[config.mk]
export PLATFORM = sky130hd
export DESIGN_NAME = id_x_pipe
export DESIGN_NICKNAME = d
export VERILOG_FILES = /design/src/rtl/id_x_pipe.sv
export SDC_FILE = /design/constraint.sdc
export NUM_CORES = 1
export LEC_CHECK = 0
export CAP_MARGIN = 20
export CORE_UTILIZATION = 40
export CTS_CLUSTER_SIZE = 12
export DETAILED_ROUTE_END_ITERATION = 10
export HOLD_SLACK_MARGIN = 0.03
export PLACE_DENSITY = 0.86
export SYNTH_ARGS = -nofsm -noshare
export SYNTH_HDL_FRONTEND = slang
export SYNTH_SLANG_ARGS = --single-unit
[constraint.sdc]
create_clock -name clk -period 2.2 [get_ports clk]
set_input_delay 0.22 -clock clk [delete_from_list [all_inputs] [get_ports clk]]
set_output_delay 0.22 -clock clk [all_outputs]
set_load 0.005 [all_outputs]
[src/rtl/id_x_pipe.sv]
// ID->X pipeline register: stall hold, redirect flush with multi-cycle kill window,
// bubble insertion/counting and combinational load-use detection for the 3-stage core.
module id_x_pipe #(
   parameter int          DWIDTH       = 32,
   parameter int          FLUSH_CYCLES = 2,
   parameter logic [31:0] NOP_INST     = 32'h0000_0013
) (
   input  logic              clk,
   input  logic              rst,
   input  logic              stall,
   input  logic              flush,
   input  logic              id_valid,
   input  logic [DWIDTH-1:0] id_pc,
   input  logic [31:0]       id_inst,
   input  logic [DWIDTH-1:0] id_rs1_data,
   input  logic [DWIDTH-1:0] id_rs2_data,
   input  logic [4:0]        id_rs1,
   input  logic [4:0]        id_rs2,
   input  logic [4:0]        id_rd,
   input  logic              id_rf_wen,
   output logic              x_valid,
   output logic [DWIDTH-1:0] x_pc,
   output logic [31:0]       x_inst,
   output logic [DWIDTH-1:0] x_rs1_data,
   output logic [DWIDTH-1:0] x_rs2_data,
   output logic [4:0]        x_rs1,
   output logic [4:0]        x_rs2,
   output logic [4:0]        x_rd,
   output logic              x_rf_wen,
   output logic [6:0]        x_opcode,
   output logic              load_use,
   output logic [31:0]       bubble_cnt
);

   localparam logic [6:0] OPC_LOAD    = 7'b000_0011;
   localparam logic [2:0] KILL_RELOAD = 3'(FLUSH_CYCLES - 1);

   typedef enum logic {
      ST_RUN  = 1'b0,
      ST_KILL = 1'b1
   } state_e;

   state_e            state_q, state_d;
   logic [2:0]        kill_cnt_q, kill_cnt_d;
   logic [31:0]       bubble_cnt_q, bubble_cnt_d;
   logic              x_valid_q, x_valid_d;
   logic [DWIDTH-1:0] x_pc_q, x_pc_d;
   logic [31:0]       x_inst_q, x_inst_d;
   logic [DWIDTH-1:0] x_rs1_data_q, x_rs1_data_d;
   logic [DWIDTH-1:0] x_rs2_data_q, x_rs2_data_d;
   logic [4:0]        x_rs1_q, x_rs1_d;
   logic [4:0]        x_rs2_q, x_rs2_d;
   logic [4:0]        x_rd_q, x_rd_d;
   logic              x_rf_wen_q, x_rf_wen_d;
   logic              bubble;

   always_comb begin
      // NOTE: every signal gets a hold default first so no path can infer a latch.
      state_d      = state_q;
      kill_cnt_d   = kill_cnt_q;
      bubble_cnt_d = bubble_cnt_q;
      x_valid_d    = x_valid_q;
      x_pc_d       = x_pc_q;
      x_inst_d     = x_inst_q;
      x_rs1_data_d = x_rs1_data_q;
      x_rs2_data_d = x_rs2_data_q;
      x_rs1_d      = x_rs1_q;
      x_rs2_d      = x_rs2_q;
      x_rd_d       = x_rd_q;
      x_rf_wen_d   = x_rf_wen_q;
      bubble       = 1'b0;

      if (flush) begin
         bubble     = 1'b1;
         kill_cnt_d = KILL_RELOAD;
         state_d    = (FLUSH_CYCLES == 1) ? ST_RUN : ST_KILL;
      end else if (stall) begin
         bubble = 1'b0;
      end else if (state_q == ST_KILL) begin
         bubble = 1'b1;
         if (kill_cnt_q <= 3'd1) begin
            kill_cnt_d = 3'd0;
            state_d    = ST_RUN;
         end else begin
            kill_cnt_d = kill_cnt_q - 3'd1;
         end
      end else if (!id_valid) begin
         bubble = 1'b1;
      end else begin
         x_valid_d    = 1'b1;
         x_pc_d       = id_pc;
         x_inst_d     = id_inst;
         x_rs1_data_d = id_rs1_data;
         x_rs2_data_d = id_rs2_data;
         x_rs1_d      = id_rs1;
         x_rs2_d      = id_rs2;
         x_rd_d       = id_rd;
         x_rf_wen_d   = id_rf_wen & (id_rd != 5'd0);
      end

      // Bubbles keep x_pc and operand data; only the control/identity fields are cleared.
      if (bubble) begin
         x_valid_d    = 1'b0;
         x_rf_wen_d   = 1'b0;
         x_rd_d       = 5'd0;
         x_rs1_d      = 5'd0;
         x_rs2_d      = 5'd0;
         x_inst_d     = NOP_INST;
         bubble_cnt_d = bubble_cnt_q + 32'd1;
      end
   end

   always_ff @(posedge clk) begin
      // NOTE: non-blocking assignments so every flop samples pre-edge values.
      if (rst) begin
         state_q      <= ST_RUN;
         kill_cnt_q   <= 3'd0;
         bubble_cnt_q <= 32'd0;
         x_valid_q    <= 1'b0;
         x_pc_q       <= '0;
         x_inst_q     <= NOP_INST;
         x_rs1_data_q <= '0;
         x_rs2_data_q <= '0;
         x_rs1_q      <= 5'd0;
         x_rs2_q      <= 5'd0;
         x_rd_q       <= 5'd0;
         x_rf_wen_q   <= 1'b0;
      end else begin
         state_q      <= state_d;
         kill_cnt_q   <= kill_cnt_d;
         bubble_cnt_q <= bubble_cnt_d;
         x_valid_q    <= x_valid_d;
         x_pc_q       <= x_pc_d;
         x_inst_q     <= x_inst_d;
         x_rs1_data_q <= x_rs1_data_d;
         x_rs2_data_q <= x_rs2_data_d;
         x_rs1_q      <= x_rs1_d;
         x_rs2_q      <= x_rs2_d;
         x_rd_q       <= x_rd_d;
         x_rf_wen_q   <= x_rf_wen_d;
      end
   end

   assign x_valid    = x_valid_q;
   assign x_pc       = x_pc_q;
   assign x_inst     = x_inst_q;
   assign x_rs1_data = x_rs1_data_q;
   assign x_rs2_data = x_rs2_data_q;
   assign x_rs1      = x_rs1_q;
   assign x_rs2      = x_rs2_q;
   assign x_rd       = x_rd_q;
   assign x_rf_wen   = x_rf_wen_q;
   assign x_opcode   = x_inst_q[6:0];
   assign bubble_cnt = bubble_cnt_q;

   assign load_use = x_valid_q & (x_inst_q[6:0] == OPC_LOAD) & (x_rd_q != 5'd0) &
                     ((x_rd_q == id_rs1) | (x_rd_q == id_rs2));

endmodule
==> results of run 1 <==
logic make-up after synthesis:
logic type      count (synthesis)
xor+xnor                       36
compound gates                164
buf+inv                        77
mux                             1
flops                         181
fa+ha+maj                       3
simple gates                  403
path summary, 6_finish.rpt:
| kind | from | endpoint | slack, ns | cells after the start |
|---|---|---|---|---|
| max | bubble_cnt[7]$_SDFFE_PP0P_ | bubble_cnt[27]$_SDFFE_PP0P_ | 0.11 | 5 |
| min | rst | x_rs1[2]$_SDFFE_PP0P_ | 0.24 | 3 |
| max reg2reg | bubble_cnt[7]$_SDFFE_PP0P_ | bubble_cnt[27]$_SDFFE_PP0P_ | 0.11 | 5 |
| min reg2reg | x_pc[12]$_SDFFE_PP0P_ | x_pc[12]$_SDFFE_PP0P_ | 0.45 | 2 |
flip-flops by register name, summed over array words and instances (netlist names):
register and flops:
bubble_cnt 32, kill_cnt_q 3, state_q 1, x_inst 32, x_pc 32, x_rd 5
x_rf_wen 1, x_rs1 5, x_rs1_data 32, x_rs2 5, x_rs2_data 32, x_valid 1
area by class of cell:
cell class | instances | area, um^2
Clock inverter | 12 | 118.9
Tap cell | 220 | 275.3
Clock buffer | 20 | 446.7
Multi-Input combinational cell | 607 | 2917
Sequential cell | 181 | 3623
Fill cell | 1351 | 5612
Timing Repair Buffer | 359 | 3608
Inverter | 11 | 41.29
metrics by stage:
step / cell area, um^2 / hold slack (ns) / TNS (ns)
2_1_floorplan: 6849 / 0.3422 / 0
3_3_place_gp: 10460 / 0.4407 / -0.2647
3_5_place_dp: 10460 / 0.4453 / -0.2751
4_1_cts: 11030 / 0.2356 / 0
5_1_grt: 11030 / 0.2523 / 0
6_report: 11030 / 0.2395 / 0
worst register-to-register path: stages, from the launching register on:
cell,delay (ns)
dfxtp_1,0.41
and4_1,0.24
nand4_1,0.27
or4_1,0.62
or3_1,0.33
a21oi_1,0.15
cells in the mapped netlist, drive strengths merged:
library cell,number,area share (%)
and4bb,1,0.18
nor3,15,1.1
or4,2,0.22
nor4,11,1.0
nand3,13,0.95
a221oi,1,0.13
clkbuf,43,2.4
nor4b,1,0.13
dfxtp,181,53
nor2b,1,0.091
a31oi,1,0.091
a22oi,1,0.11
or2,1,0.091
and3,1,0.091
or3,8,0.82
mux2i,1,0.15
o21bai,1,0.11
inv,11,0.60
xor2,7,0.90
o211ai,1,0.11
o21ai,7,0.51
buf,23,1.9
ha,3,0.55
and4,5,0.68
nand4,7,0.73
nand2,299,16
xnor2,29,3.7
a21oi,151,11
a221o,1,0.15
nor2,34,1.9
and2,2,0.18
nand2b,2,0.18
routing by layer:
layer | part of all wire, % | GRT usage, % | vias to the layer above | routed length (um)
met5 | 0 | 0 | - | 0
met4 | 3.8 | 12.77 | 0 | 846
met3 | 8.3 | 8.199 | 56 | 1823
met2 | 50 | 43.69 | 278 | 11030
met1 | 38 | 26.82 | 3251 | 8356
li1 | - | - | 3447 | -
report_power, final:
group / switching (W) / internal [W] / total (W) / leakage, nW
clock: 0.00134 / 0.00161 / 0.00295 / 0.268
sequential: 0.0000411 / 0.00334 / 0.00338 / 1.46
combinational: 0.000283 / 0.000428 / 0.000711 / 2.00
total: 0.00166 / 0.00538 / 0.00704 / 3.73
what timing repair did:
| item | CTS | global route |
|---|---|---|
| cloned | 0 | 0 |
| pin swaps | 1 | 2 |
| gates resized for setup | 4 | 2 |
| endpoints found under the setup margin | 1 | 1 |
==> out/results.tsv, run 1 <==
metric	value	unit
status	finished clean	
vias in the first global route	7066	
CP top delay family	simple AND/OR/NAND/NOR gates	
Util after Layout	66.28	%
distinct cell type count after synthesis	39	
initial antenna violation count	0	
Synth Area in Simple Gates	24.70	%
Max Fclk	0.4787	GHz
Hold Fails Final Rpt	0	
Post-Synth Adder-Cell Area	0.5480	%
Worst VDD drop	0.5115	mV
Placed Cells	1378	
mux share of post-synthesis cell area	0.1461	%
via count	7032	
crit path max fanout	7	
largest net degree at the start of global routing	134	
Clock Tree Root	clkbuf_16	
Worst Path Buf+Inv	0	
largest family of logic cells by synthesized area	simple AND/OR/NAND/NOR gates	
DRT iter0 DRCs	433	
worst slew pin tran	0.5921	ns
total chip power	0.007043	W
diode count	0	
die width	132.9	um
Wirelength per Cell	15.64	um
htree depth	4	
Data required, critical path	2.55	ns
Area growth syn-to-layout	61.05	%
slack of the critical path	0.1111	ns
Syn. warnings	0	
Reg clk slew, reported paths	0.07	ns
Core ar.	16640	um^2
vias per cell	4.987	
Slowest cell on crit path	or4_1	
setup bufs post-CTS	0	
worst skew pair latency	0.42	ns
HPWL after DPL	15800	um
sequential area share after synthesis	52.90	%
Final nets	1329	
Slew HR	60.53	%
share of layout cells above drive strength 1	5.798	%
Total GRT Usage	24.99	%
Critical Path AT	2.44	ns
IO Pins	334	
grt ovf	0	
Final period util	94.95	%
Tmin final	2.089	ns
die height	132.9	um
max cap viols	0	
DRC viols	0	
Fin Clk Skew	0.01102	ns
initial core utilization	41.15	%
Detail Route Antenna Nets	0	
Crit. End Element	register	
GPL Wtd Cong	0.8072	
Mapped Nets	1017	
pwr/cell area	638.5	nW/um^2
RSZ-0062 raised after global routing	no	
Mapped Cells	865	
Synth Cell Area	6849	um^2
non-filler cells in the finished layout	1410	
critical path type	register to register	
leakage	3.731	nW
xor/xnor share of the synthesized area	4.604	%
port bufs	333	
Post-Place Worst Slack	-0.2751	ns
number of cell rows	47	
hold-fix buffers at CTS	0	
Startpoint Class	register	
first-pass GRT wire length	34820	um
clock buffer depth	2	
CTS Sinks	181	
most frequent cells in the layout	clkdlybuf4s50_1, nand2_1, dfxtp_1, a21oi_1, nor2_1	
final WL	22050	um
crit path cell chain	and4_1 -> nand4_1 -> or4_1 -> or3_1 -> a21oi_1	
drt pass-1 iters	5	
TritonCTS clock tree	done	
Min-Delay Path Class	primary input to register	
Post-Syn Area per Cell	7.918	um^2
Die ar.	17650	um^2
Yosys reg bits	181	
Compound-Gate Fraction of Synth Area	12.24	%
crit-path max cell delay	0.62	ns
final setup violating endpoints	0	
clock buffer count from CTS	17	
max-slew violations	0	
commonest non-fill, non-tap cell in the layout	clkdlybuf4s50_1	
(Power assumes the default switching activity.)
==> run 2: changes to the inputs <==
--- a/config.mk
+++ b/config.mk
@@ -7,6 +7,7 @@
 export LEC_CHECK = 0
 export CAP_MARGIN = 20
 export CORE_UTILIZATION = 40
+export CTS_CLUSTER_DIAMETER = 50
 export CTS_CLUSTER_SIZE = 12
 export DETAILED_ROUTE_END_ITERATION = 10
 export HOLD_SLACK_MARGIN = 0.03
@@ -14,3 +15,4 @@
 export SYNTH_ARGS = -nofsm -noshare
 export SYNTH_HDL_FRONTEND = slang
 export SYNTH_SLANG_ARGS = --single-unit
+export TNS_END_PERCENT = 1
==> results of run 2 <==
Same layout as run 1: the final DEF is identical, and so are final timing and power.
